## src/rtl/ifu_stream_fetch.sv

```systemverilog
// Instruction-fetch unit: fully-associative line buffer, single-outstanding miss engine and
// optional next-line prefetcher (compiled in when IFU_PREFETCH_EN is defined).
module ifu_stream_fetch #(
   parameter  int ADDR_WIDTH   = 32,
   parameter  int LINE_WIDTH   = 128,
   parameter  int NUM_LINES    = 4,
   localparam int OFFSET_WIDTH = $clog2(LINE_WIDTH / 8),
   localparam int TAG_WIDTH    = ADDR_WIDTH - OFFSET_WIDTH
) (
   input  logic                  Clock,
   input  logic                  Rst,
   input  logic                  cpu_reqValidIn,
   input  logic [ADDR_WIDTH-1:0] cpu_reqAddrIn,
   output logic [ADDR_WIDTH-1:0] cpu_rspAddrOut,
   output logic [LINE_WIDTH-1:0] cpu_rspInsLineOut,
   output logic                  cpu_rspInsLineValidOut,
   input  logic                  mem_reqReadyIn,
   output logic                  mem_reqValidOut,
   output logic [ADDR_WIDTH-1:0] mem_reqAddrOut,
   input  logic [TAG_WIDTH-1:0]  mem_rspTagIn,
   input  logic [LINE_WIDTH-1:0] mem_rspInsLineIn,
   input  logic                  mem_rspValidIn,
   output logic [2:0]            dbg_state
);

   localparam int IDX_WIDTH = $clog2(NUM_LINES);

`ifdef IFU_PREFETCH_EN
   typedef enum logic [2:0] {
      ST_IDLE = 3'd0, ST_REQ = 3'd1, ST_WAIT = 3'd2, ST_PF_REQ = 3'd3, ST_PF_WAIT = 3'd4
   } state_t;
`else
   typedef enum logic [2:0] {
      ST_IDLE = 3'd0, ST_REQ = 3'd1, ST_WAIT = 3'd2
   } state_t;
`endif

   // Memory handshake: a request transfers on a cycle with mem_reqValidOut && mem_reqReadyIn;
   // valid and address are held until then. Responses are single-cycle and tag-checked.
   state_t                 state;
   logic [NUM_LINES-1:0]   valid;
   logic [IDX_WIDTH-1:0]   victim;
   logic [TAG_WIDTH-1:0]   pend_tag;
   logic [TAG_WIDTH-1:0]   tag_mem  [NUM_LINES];
   logic [LINE_WIDTH-1:0]  data_mem [NUM_LINES];

   logic [TAG_WIDTH-1:0]   cpu_tag;
   logic                   hit;
   logic [IDX_WIDTH-1:0]   hit_idx;
   logic                   accept;
   logic                   serve_hit;
   logic                   rsp_match;
   logic                   unused_offset;

   assign cpu_tag       = cpu_reqAddrIn[ADDR_WIDTH-1:OFFSET_WIDTH];
   assign unused_offset = ^cpu_reqAddrIn[OFFSET_WIDTH-1:0];
   assign dbg_state     = state;
   // The CPU still holds its request during the response pulse; do not serve it twice.
   assign accept        = cpu_reqValidIn && !cpu_rspInsLineValidOut;

   always_comb begin
      hit     = 1'b0;
      hit_idx = '0;
      for (int i = 0; i < NUM_LINES; i++) begin
         if (valid[i] && tag_mem[i] == cpu_tag) begin
            hit     = 1'b1;
            hit_idx = IDX_WIDTH'(i);
         end
      end
   end

`ifdef IFU_PREFETCH_EN
   logic [TAG_WIDTH-1:0] next_tag;
   logic                 next_present;

   assign next_tag = pend_tag + TAG_WIDTH'(1);

   // The slot about to be overwritten by the fill no longer counts as holding the next line.
   always_comb begin
      next_present = 1'b0;
      for (int i = 0; i < NUM_LINES; i++) begin
         if (valid[i] && tag_mem[i] == next_tag && IDX_WIDTH'(i) != victim) next_present = 1'b1;
      end
   end

   assign serve_hit = accept && hit && (state == ST_IDLE || state == ST_PF_REQ || state == ST_PF_WAIT);
   assign rsp_match = mem_rspValidIn && mem_rspTagIn == pend_tag &&
                      (state == ST_WAIT || state == ST_PF_WAIT);
`else
   assign serve_hit = accept && hit && state == ST_IDLE;
   assign rsp_match = mem_rspValidIn && mem_rspTagIn == pend_tag && state == ST_WAIT;
`endif

   always_ff @(posedge Clock) begin
      if (rsp_match) begin
         tag_mem[victim]  <= mem_rspTagIn;
         data_mem[victim] <= mem_rspInsLineIn;
      end
   end

   always_ff @(posedge Clock or negedge Rst) begin
      if (!Rst) begin
         state                  <= ST_IDLE;
         valid                  <= '0;
         victim                 <= '0;
         pend_tag               <= '0;
         cpu_rspAddrOut         <= '0;
         cpu_rspInsLineOut      <= '0;
         cpu_rspInsLineValidOut <= 1'b0;
         mem_reqValidOut        <= 1'b0;
         mem_reqAddrOut         <= '0;
      end else begin
         cpu_rspInsLineValidOut <= 1'b0;
         if (rsp_match) begin
            valid[victim] <= 1'b1;
            victim        <= victim + IDX_WIDTH'(1);
         end
         if (serve_hit) begin
            cpu_rspInsLineValidOut <= 1'b1;
            cpu_rspAddrOut         <= {cpu_tag, {OFFSET_WIDTH{1'b0}}};
            cpu_rspInsLineOut      <= data_mem[hit_idx];
         end
         case (state)
            ST_IDLE: begin
               if (accept && !hit) begin
                  pend_tag        <= cpu_tag;
                  mem_reqValidOut <= 1'b1;
                  mem_reqAddrOut  <= {cpu_tag, {OFFSET_WIDTH{1'b0}}};
                  state           <= ST_REQ;
               end
            end
            ST_REQ: begin
               if (mem_reqReadyIn) begin
                  mem_reqValidOut <= 1'b0;
                  state           <= ST_WAIT;
               end
            end
            ST_WAIT: begin
               if (rsp_match) begin
                  cpu_rspInsLineValidOut <= 1'b1;
                  cpu_rspAddrOut         <= {pend_tag, {OFFSET_WIDTH{1'b0}}};
                  cpu_rspInsLineOut      <= mem_rspInsLineIn;
`ifdef IFU_PREFETCH_EN
                  if (!next_present) begin
                     pend_tag        <= next_tag;
                     mem_reqValidOut <= 1'b1;
                     mem_reqAddrOut  <= {next_tag, {OFFSET_WIDTH{1'b0}}};
                     state           <= ST_PF_REQ;
                  end else begin
                     state <= ST_IDLE;
                  end
`else
                  state <= ST_IDLE;
`endif
               end
            end
`ifdef IFU_PREFETCH_EN
            ST_PF_REQ: begin
               if (mem_reqReadyIn) begin
                  mem_reqValidOut <= 1'b0;
                  state           <= ST_PF_WAIT;
               end
            end
            // Silent fill; a waiting miss is re-looked-up from IDLE afterwards.
            ST_PF_WAIT: begin
               if (rsp_match) state <= ST_IDLE;
            end
`endif
            default: state <= ST_IDLE;
         endcase
      end
   end

endmodule
```

## config.mk

```make
export PLATFORM = sky130hd
export DESIGN_NAME = ifu_stream_fetch
export DESIGN_NICKNAME = d
export VERILOG_FILES = /design/src/rtl/ifu_stream_fetch.sv
export SDC_FILE = /design/constraint.sdc
export NUM_CORES = 1
export LEC_CHECK = 0
export BUFFER_PORTS_ARGS = -buffer_cell sky130_fd_sc_hd__buf_2
export CAP_MARGIN = 5
export CORE_ASPECT_RATIO = 1.1
export CORE_UTILIZATION = 39
export DETAILED_ROUTE_END_ITERATION = 6
export GPL_ROUTABILITY_DRIVEN = 0
export GPL_TIMING_DRIVEN = 1
export SLEW_MARGIN = 30
export SYNTH_ARGS = -nofsm -noshare
export SYNTH_HDL_FRONTEND = slang
export SYNTH_SLANG_ARGS = --single-unit
```

## constraint.sdc

```tcl
create_clock -name Clock -period 16.05 [get_ports Clock]
set_clock_uncertainty 0.05 [all_clocks]
set_input_delay 1.605 -clock Clock [delete_from_list [all_inputs] [get_ports Clock]]
set_output_delay 1.605 -clock Clock [all_outputs]
set_load 0.02 [all_outputs]
```

==> summary.md <==
| Metric | Value |
|---|---|
| Hold WS | `a little over 0.4 ns` |
| Area growth from synthesis to layout | `17.8%` |
| Pin count of the biggest net entering global routing | `182` |
| Via Count | `approximately 21k` |
| # resized after CTS | `0` |
| Chip Height | `309 µm` |
| Post-Syn Instances | `2351` |
| Leak | `15.4 nW` |
| Number of global-route vias before repair | `21.9k` |
| Final setup violation count | `0` |
| Avg Inst Size Synth | `14.2 µm²` |
| DP Worst Slack | `9.85 ns` |
| Final Slew Violations | `0` |
| CTS buffer count | `88` |
| RSZ-0062 raised after global routing | `false` |
| Worst Tran Pin Value | `between 1 and 1.5 ns` |
| Initial Utilization | `39.4%` |
| Via/cell ratio | `~5.5` |
| Area contributors post-synth | `edfxtp_1 (56%), dfrtp_1 (15%), o31ai_1 (2.9%), nand2b_1 (2.6%), nor2_1 (2.5%)` |
| VDD IR max | `0.0865 mV` |
| EDFF count, synth | `624` |
| Die area | `0.0871 mm²` |
| Post-Synth Simple-Gate Area | `8.73%` |
| Min-Delay Path Class | `reg2reg` |
| Post-synthesis compound-gate area fraction | `~11%` |
| Post-DRT Antenna Nets | `0` |
| Wire length per cell | `approximately 24 µm` |
| Final worst path period share | `33.0%` |
| Post-route cell area | `about 0.04 mm²` |
| Post-Synth XOR/XNOR Area | `3.50%` |
| Status | `finished, final reports clean` |
| Critical path startpoint category | `input pin` |
| Dpl hpwl | `51400 µm` |
| Gr ovfl total | `0` |
| Placed Cells | `3709` |
| Nets | `2858` |
| Pwr Total | `4.80 mW` |
| Initial antenna violation count | `14` |
| Arrival @ worst endpoint | `5.52 ns` |
| Area leader, netlist | `edfxtp_1` |
| Pre-antenna DRT Iters | `5` |
| Wirelength, routed | `91700 µm` |
| CTS Root Cell | `clkbuf_16` |
| Hold_buf cts | `0` |
| Post-synthesis sequential area ratio | `70.7%` |
| WS Path Type | `in2reg` |
| Core ar. | `0.0849 mm²` |
| Setup ws final | `10.75 ns` |
| Die width | `281 µm` |
| Total track usage | `a little over a fifth` |
| CTS tree | `yes` |
| MaxCap Viol Count | `0` |
| Residual DRC count | `0` |
| H-tree depth | `3` |
| # clock sinks | `822` |
| Fillers | `7525` |
| Sequential cell area | `0.0237 mm²` |
| Critical path data required time | `~16 ns` |
| Pwr dens | `122 mW/mm²` |
| Mux contribution to synthesized area | `2.94%` |
| Synth cell types | `46` |
| Final Util | `46.5%` |
| Post-CTS setup buffer count | `0` |
| Max transition margin | `20.5%` |
| Max Fclk | `189 MHz` |
| Critical path fanouts, max | `166` |
| Seq cells post-synth | `just over 800` |
| Main combinational cell family by area after synthesis | `compound AO/OA/AOI/OAI gates` |
| Worst-skew pair later-pin latency | `0.65 ns` |
| Port buffer count | `380` |
| Worst R2R Setup Slack | `11.38 ns` |
| Worst-path clk slew | `0.06 ns` |
| Crit end category | `flip-flop` |
| Non-filler instance count after layout | `3882` |
| Yosys top cell area share | `around 56%` |
| Placed cell area | `0.0363 mm²` |
| Period minus WS final | `roughly 5.3 ns` |
| Setup TNS | `0 ns` |
| Core Rows | `about 110` |
| First-pass GRT wire length | `137000 µm` |
| Final hold viol count | `0` |
| Area of the multi-input gates | `around 0.009 mm²` |
| Iteration-0 DRC Markers | `1348` |
| Clock Tree Buf Depth | `3` |
| # IOs | `390` |
| Synth Area in Adders | `0.149%` |
| Synth Cell Area | `0.0335 mm²` |
| Layout cells sized above 1 | `22.3%` |
| Synth Flop Type | `edfxtp_1` |
| Post-synth ARST share | `between 20% and 30%` |
| Warnings, synthesis | `0` |
## state kept, by name, summed over array words and instances (netlist names)
signal / cells
mem_reqValidOut: 1
tag_mem: 112
data_mem: 512
pend_tag: 28
victim: 2
cpu_rspInsLineValidOut: 1
dbg_state: 2
cpu_rspInsLineOut: 128
cpu_rspAddrOut: 32
valid: 4
## routing by layer
metal / routed length (µm) / GRT usage [%] / vias to the layer above
li1: - / - / 9533
met1: 37600 / 26.3 / 10800
met2: 46300 / 36.4 / 715
met3: 5330 / 3.72 / 140
met4: 2340 / 7.23 / 18
met5: 113 / 0 / -
## cell type report
| cell class | instances | area share (%) |
|---|---|---|
| tap | 1140 | 3.61 |
| inverter | 4 | 0.0380 |
| clock inverter | 44 | 1.47 |
| sequential | 822 | 60.0 |
| timing repair buffer | 415 | 5.74 |
| antenna | 5 | 0.0317 |
| clock buffer | 122 | 6.26 |
| multi-input combinational | 1330 | 22.8 |
## cells in the final DEF, fill, tap and decap left out, types with 5 or more instances in the layout
| master | netlist | routed |
|---|---|---|
| a211o_1 | 67 | 67 |
| a211oi_1 | 61 | 61 |
| a31oi_1 | 67 | 67 |
| buf_2 | 38 | 379 |
| buf_4 | 6 | 25 |
| buf_6 | 4 | 5 |
| bufinv_16 | 0 | 10 |
| clkbuf_1 | 150 | 20 |
| clkbuf_16 | 0 | 88 |
| clkbuf_8 | 0 | 14 |
| clkinv_2 | 0 | 19 |
| conb_1 | 1 | 5 |
| dfrtp_1 | 198 | 198 |
| diode_2 | 0 | 5 |
| edfxtp_1 | 624 | 624 |
| mux2_2 | 28 | 28 |
| mux2i_1 | 67 | 67 |
| nand2_1 | 136 | 136 |
| nand2b_1 | 141 | 141 |
| nand3_1 | 8 | 8 |
| nand4_1 | 23 | 23 |
| nor2_1 | 221 | 220 |
| nor3_1 | 32 | 31 |
| nor4_1 | 15 | 15 |
| o22ai_1 | 29 | 29 |
| o311a_1 | 61 | 61 |
| o31a_1 | 61 | 61 |
| o31ai_1 | 128 | 128 |
| or2_2 | 6 | 5 |
| xnor2_1 | 72 | 72 |
| xor2_1 | 62 | 62 |
## path summary, 6_finish.rpt
kind,start,end,cells past startpoint
worst max register to register,pend_tag[20],data_mem[2][70],7
worst min-delay path,valid[2],valid[2],1
max in group asynchronous,Rst,cpu_rspInsLineOut[99],3
worst max-delay path,mem_rspTagIn[27],data_mem[2][70],8
min in group asynchronous,Rst,pend_tag[6],1
worst min register to register,valid[2],valid[2],1
## power by group
group / internal, mW / total [mW] / switching, mW
Combinational: 0.119 / 0.301 / 0.182
Sequential: 2.33 / 2.39 / 0.0565
Clock: 1.25 / 2.11 / 0.861
Total: 3.70 / 4.80 / 1.10
## cell usage after synthesis (all sizes together), types with 61 or more instances
cell      n
xnor2    72
nand2   136
a31oi    67
mux2i    67
o311a    61
nand2b  141
nor2    221
edfxtp  624
xor2     62
clkbuf  150
a211oi   61
o31ai   128
dfrtp   198
a211o    67
o31a     61
## logic make-up (layout without fill, tap and decap cells)
kind of cell               Yosys count  after routing
buffers and inverters              203            585
and+or+nand+nor                    610            610
muxes                               95             95
other                                1             10
DFF                                822            822
AOI/OAI and AO/OA                  482            482
adders and majority gates            4              4
xor gates and xnor gates           134            134
## worst max-delay path: stages
cell and delay [ns]:
buf_2 0.14, xor2_1 0.16, nor4_1 0.81, nand4_1 0.29, nor3_2 0.29, buf_12 0.41, and2_4 0.73, buf_4 0.83
Note: power is estimated with default switching activity, not from simulation.
